$ cat src/rtl/vga_timing_gen_if.sv
// vga_timing_gen_if: raster timing outputs from the timing generator to renderer and VGA pins
interface vga_timing_gen_if #(
    parameter int X_W = 10,
    parameter int Y_W = 10
);
    logic           H_Sync;
    logic           V_Sync;
    logic           Display;
    logic [X_W-1:0] X_Coord;
    logic [Y_W-1:0] Y_Coord;
    logic           Line_Start;
    logic           Frame_Start;
    modport master (output H_Sync, V_Sync, Display, X_Coord, Y_Coord, Line_Start, Frame_Start);
    modport slave  (input  H_Sync, V_Sync, Display, X_Coord, Y_Coord, Line_Start, Frame_Start);
endinterface

$ cat src/rtl/vga_timing_gen.sv
// vga_timing_gen: parametrised VGA raster timing; define VGA_TIMING_LOOKAHEAD_EN to lead Display/X/Y by one pixel
module vga_timing_gen #(
    parameter int H_SYNC   = 96,
    parameter int H_BACK   = 48,
    parameter int H_ACTIVE = 640,
    parameter int H_FRONT  = 16,
    parameter int V_SYNC   = 2,
    parameter int V_BACK   = 33,
    parameter int V_ACTIVE = 480,
    parameter int V_FRONT  = 10,
    parameter int H_POL    = 0,
    parameter int V_POL    = 0,
    parameter int X_W      = 10,
    parameter int Y_W      = 10
) (
    input logic              clk,
    input logic              rst,
    vga_timing_gen_if.master vga
);
    localparam int H_TOTAL = H_SYNC + H_BACK + H_ACTIVE + H_FRONT;
    localparam int V_TOTAL = V_SYNC + V_BACK + V_ACTIVE + V_FRONT;
    localparam int HW = $clog2(H_TOTAL);
    localparam int VW = $clog2(V_TOTAL);
    localparam logic [HW-1:0] H_LAST     = HW'(H_TOTAL - 1);
    localparam logic [HW-1:0] H_SYNC_END = HW'(H_SYNC);
    localparam logic [HW-1:0] H_ACT_BEG  = HW'(H_SYNC + H_BACK);
    localparam logic [HW-1:0] H_ACT_LAST = HW'(H_SYNC + H_BACK + H_ACTIVE - 1);
    localparam logic [VW-1:0] V_LAST     = VW'(V_TOTAL - 1);
    localparam logic [VW-1:0] V_SYNC_END = VW'(V_SYNC);
    localparam logic [VW-1:0] V_ACT_BEG  = VW'(V_SYNC + V_BACK);
    localparam logic [VW-1:0] V_ACT_LAST = VW'(V_SYNC + V_BACK + V_ACTIVE - 1);
    localparam logic HP = H_POL[0];
    localparam logic VP = V_POL[0];

    logic [HW-1:0] h, hn, dh;
    logic [VW-1:0] v, vn, dv;
    logic          h_act, v_act;

    assign hn = (h == H_LAST) ? '0 : h + HW'(1);
    assign vn = (h != H_LAST) ? v : ((v == V_LAST) ? '0 : v + VW'(1));

    // Pixel-data decode position: one pixel ahead lets a registered pixel stage line up with sync
`ifdef VGA_TIMING_LOOKAHEAD_EN
    assign dh = hn;
    assign dv = vn;
`else
    assign dh = h;
    assign dv = v;
`endif

    assign h_act = (dh >= H_ACT_BEG) && (dh <= H_ACT_LAST);
    assign v_act = (dv >= V_ACT_BEG) && (dv <= V_ACT_LAST);

    // Raster position: h sweeps every pixel, v advances on each h wrap
    always_ff @(posedge clk or posedge rst) begin
        if (rst) begin
            h <= '0;
            v <= '0;
        end else begin
            h <= hn;
            v <= vn;
        end
    end

    // Registered decode of the current position keeps all outputs mutually aligned
    always_ff @(posedge clk or posedge rst) begin
        if (rst) begin
            vga.H_Sync      <= ~HP;
            vga.V_Sync      <= ~VP;
            vga.Display     <= 1'b0;
            vga.X_Coord     <= '0;
            vga.Y_Coord     <= '0;
            vga.Line_Start  <= 1'b0;
            vga.Frame_Start <= 1'b0;
        end else begin
            vga.H_Sync      <= (h < H_SYNC_END) ? HP : ~HP;
            vga.V_Sync      <= (v < V_SYNC_END) ? VP : ~VP;
            vga.Display     <= h_act && v_act;
            vga.X_Coord     <= h_act ? X_W'(dh - H_ACT_BEG) : '0;
            vga.Y_Coord     <= v_act ? Y_W'(dv - V_ACT_BEG) : '0;
            vga.Line_Start  <= (h == '0);
            vga.Frame_Start <= (h == '0) && (v == '0);
        end
    end
endmodule

$ cat src/flat_wrapper.sv
// flat-port wrapper written by rule: the top's interface ports become plain ports
module vga_timing_gen_flat 
#(
    parameter int H_SYNC   = 96,
    parameter int H_BACK   = 48,
    parameter int H_ACTIVE = 640,
    parameter int H_FRONT  = 16,
    parameter int V_SYNC   = 2,
    parameter int V_BACK   = 33,
    parameter int V_ACTIVE = 480,
    parameter int V_FRONT  = 10,
    parameter int H_POL    = 0,
    parameter int V_POL    = 0,
    parameter int X_W      = 10,
    parameter int Y_W      = 10
)
  (clk, rst, vga_H_Sync, vga_V_Sync, vga_Display, vga_X_Coord, vga_Y_Coord, vga_Line_Start, vga_Frame_Start);
  vga_timing_gen_if #(.X_W(X_W), .Y_W(Y_W)) vga_i ();
  input logic clk;
  input logic rst;
  output wire logic [$bits(vga_i.H_Sync)-1:0] vga_H_Sync;
  output wire logic [$bits(vga_i.V_Sync)-1:0] vga_V_Sync;
  output wire logic [$bits(vga_i.Display)-1:0] vga_Display;
  output wire logic [$bits(vga_i.X_Coord)-1:0] vga_X_Coord;
  output wire logic [$bits(vga_i.Y_Coord)-1:0] vga_Y_Coord;
  output wire logic [$bits(vga_i.Line_Start)-1:0] vga_Line_Start;
  output wire logic [$bits(vga_i.Frame_Start)-1:0] vga_Frame_Start;
  assign vga_H_Sync = vga_i.H_Sync;
  assign vga_V_Sync = vga_i.V_Sync;
  assign vga_Display = vga_i.Display;
  assign vga_X_Coord = vga_i.X_Coord;
  assign vga_Y_Coord = vga_i.Y_Coord;
  assign vga_Line_Start = vga_i.Line_Start;
  assign vga_Frame_Start = vga_i.Frame_Start;
  vga_timing_gen #(.H_SYNC(H_SYNC), .H_BACK(H_BACK), .H_ACTIVE(H_ACTIVE), .H_FRONT(H_FRONT), .V_SYNC(V_SYNC), .V_BACK(V_BACK), .V_ACTIVE(V_ACTIVE), .V_FRONT(V_FRONT), .H_POL(H_POL), .V_POL(V_POL), .X_W(X_W), .Y_W(Y_W)) u_core (.clk(clk), .rst(rst), .vga(vga_i));
endmodule
$ cat config.mk
export PLATFORM = sky130hd
export DESIGN_NAME = vga_timing_gen_flat
export DESIGN_NICKNAME = d
export VERILOG_FILES = /design/src/rtl/vga_timing_gen_if.sv /design/src/rtl/vga_timing_gen.sv /design/src/flat_wrapper.sv
export SDC_FILE = /design/constraint.sdc
export NUM_CORES = 1
export LEC_CHECK = 0
export BUFFER_PORTS_ARGS = -buffer_cell sky130_fd_sc_hd__buf_2
export CAP_MARGIN = 5
export CORE_MARGIN = 4
export CORE_UTILIZATION = 45
export CTS_CLUSTER_DIAMETER = 120
export DETAILED_ROUTE_END_ITERATION = 10
export GPL_TIMING_DRIVEN = 0
export PLACE_DENSITY = 0.71
export SYNTH_ARGS = -nofsm -noshare
export SYNTH_HDL_FRONTEND = slang
export SYNTH_SLANG_ARGS = --single-unit
$ cat constraint.sdc
create_clock -name clk -period 3.86 [get_ports clk]
set_clock_uncertainty 0.05 [all_clocks]
set_input_delay 0.579 -clock clk [delete_from_list [all_inputs] [get_ports clk]]
set_output_delay 0.579 -clock clk [all_outputs]
set_load 0.05 [all_outputs]
==> flow_summary.yaml <==
final_layout:
  syn2layout_area_growth_pct: 12.9
  fill_cells: 393
  finalNonFillerCells: 286
  fin_area_um2: 2430
  n_antenna_cell: 0
  drive_above_1_share_pct: 23.9
  final_nets: 242
sta:
  rsz0062_at_grt: "no"
  final-setup-viol-count: 0
  finalHoldViolCount: 0
  finalCritPeriodShare_pct: 51.5
  tns_ns: 0
  tightestPinTransition_ns: 0.903
  relSlewSlack_pct: 39.7
  clock.fmax_mhz: 503
  maxSlewViolCount: 0
  period_minus_slack_ns: 1.99
die:
  die_y_um: 77.2
  core_area_um2: 4500
  die_area_um2: 5950
  num_rows: 24
  initial_utilization_pct: 47.8
  ios: 27
  die_x_um: 77.2
worst_setup_path:
  end_kind: "flop"
  slowest_delay_ns: 0.48
  worstPathRequired_ns: 3.97
  cp-start-kind: "flop"
  critPathTopFamily: "compound AO/OA/AOI/OAI gates"
  path_class: "flop to flop"
  slowest_stage: "dfrtp_1"
  path_max_fanout: 10
  worst-path-buf-inv: 0
  path_cells: "ha_1 -> o41a_1 -> o31ai_4 -> nor2_1"
  timing.critical_path.arrival_ns: 2.10
synth:
  synth_area_um2: 2150
  synth.avg_cell_area_um2: 10.8
  synth_area_leader_cell: "dfrtp_1"
  ys_warn_count: 0
  synth_seq_cells: 45
  asyncSetResetFlopFracSynth_pct: 100
  synth_top_area_share_pct: 50.0
  synth_area_leaders: "dfrtp_1, xnor2_1, nor2_1"
  synth_cells: 200
  ys_seq_area_share_pct: 52.4
  synthesis.nets: 209
  synth_edf_count: 0
  netlist_top_cells_count: "dfrtp_1, nor2_1, nand2_1, xnor2_1"
  yosysMostFrequentCell: "dfrtp_1"
  synth_ff_type: "dfrtp_1"
  synth.distinct_cells: 46
run:
  cap_violations: 0
clocking:
  cts.hold.buffers_added: 0
  htree_levels: 2
  cts_tree: "done"
  clock_path_buffers: 2
  cts_sinks: 45
  post-cts-setup-buffers: 0
  clk_latency_ns: 0.29
  clk_pin_slew_ns: 0.08
  cts-buffers-inserted: 5
  cts-root-buf: "clkbuf_8"
  cts_resized: 0
global_routing:
  overflow: 0
  grt_first_pass_wirelength_mm: 6.34
  grt_pass1_vias: 1371
  grt_max_degree: 46
  grt_usage_pct: 13.4
  antenna_found_initial: 0
place:
  routabilityCongestion: 0.813
  dp.cells: 278
  io_buffers: 26
  placed_area_um2: 2350
  hpwlAfterDp_mm: 2.61
route:
  first_pass_iters: 4
  avgRoutedWirePerCell_um: 12.7
  avgViaCountPerCell: 5.12
  drc_errors: 0
  drt_iter0_markers: 68
  ant_nets: 0
  finalWirelength_mm: 3.64
  vias: 1465
power:
  p_leak_nw: 1.25
  peakVddDrop_mv: 0.109
  p_per_area_nw_per_um2: 310
outcome:
  status: "completed"
hold_path:
  min_path_type: "primary input to asynchronous set/reset pin"
==> cells in the final DEF, fill, tap and decap left out, types with 2 or more instances in the layout <==
cell type,instances
nor2b_1,2
nand2b_1,2
and3_1,5
inv_1,9
nand2_1,14
a31oi_1,2
or3_1,3
xnor2_1,11
o21ai_0,8
buf_6,2
a22o_1,2
nand4_1,2
clkbuf_1,2
clkinv_2,2
buf_4,2
ha_1,7
buf_2,31
and2_1,2
nor2_1,24
nor3_1,10
a21oi_1,4
dfrtp_1,43
a21o_1,2
xor2_1,8
o21ai_1,2
dfstp_2,2
clkbuf_8,5
nand3_1,3
o31ai_1,2
o31ai_4,2
==> worst register-to-register path: stages (launching register included) <==
cell and delay (ns):
dfrtp_1 0.48, ha_1 0.34, o41a_1 0.42, o31ai_4 0.46
nor2_1 0.10
==> final cells by class <==
class,count,area [um2],share of cell area [%]
multi-input combinational,134,915,37.6
sequential,45,1130,46.4
clock buffer,6,72.6,2.99
buffer,11,71.3,2.94
inverter,10,37.5,1.54
clock inverter,2,10.0,0.412
timing repair buffer,26,130,5.36
tap,52,65.1,2.68
==> cells by family after synthesis <==
group	after synthesis	share of synthesized area, %
adder cells (fa/ha/maj)	7	4.07
multiplexers	1	0.465
buffers and inverters	21	5.06
XOR/XNOR	19	7.73
AND/OR/NAND/NOR	80	20.8
flip-flops	45	52.4
AO/OA/AOI/OAI	27	9.48
==> where the power goes <==
part,internal [W],switching [W]
logic,0.000000443,0.00000863
registers,0.000471,0
clock network,0.000125,0.000148
total,0.000597,0.000157
==> per-stage QoR <==
| step | setup slack [ns] | util, % | total power (W) | hold WS, ns |
|---|---|---|---|---|
| after detailed placement | 1.87 | 52.1 | 0.000490 | 0.430 |
| final | 1.87 | 53.9 | 0.000754 | 0.418 |
| after global routing | 1.76 | 53.9 | 0.000788 | 0.465 |
| after CTS | 1.85 | 53.9 | 0.000764 | 0.441 |
| after floorplan | 2.13 | - | 0.000487 | 0.403 |
| after global placement | 1.66 | 52.1 | 0.000490 | 0.429 |
==> sequential cells by signal (all words and copies together), names as in the netlist <==
signal,cells
u_core.vga.Display,1
u_core.vga.X_Coord,10
u_core.vga.Frame_Start,1
u_core.vga.H_Sync,1
u_core.vga.Line_Start,1
u_core.dh,10
u_core.vga.Y_Coord,10
u_core.dv,10
u_core.vga.V_Sync,1
==> metal layers <==
layer	up-vias	global-route usage (%)	routed length, um
li1	739	-	-
met1	682	18.7	1840
met2	38	19.3	1590
met3	6	3.40	164
met4	0	6.41	54
met5	-	0	0
==> final timing paths <==
kind	startpoint	end	slack, ns	depth (start not counted)
setup / recovery	u_core.dv[0]	u_core.vga.Y_Coord[5]	1.87	4
hold / removal	rst	u_core.vga.Y_Coord[5]	0.42	2
setup reg to reg	u_core.dv[0]	u_core.vga.Y_Coord[5]	1.87	4
hold reg to reg	u_core.dh[0]	u_core.dh[0]	0.44	1
max in group asynchronous	rst	u_core.dh[1]	2.77	2
min in group clk	u_core.dh[0]	u_core.dh[0]	0.44	1
No activity file was read; power rests on OpenSTA's default activity.
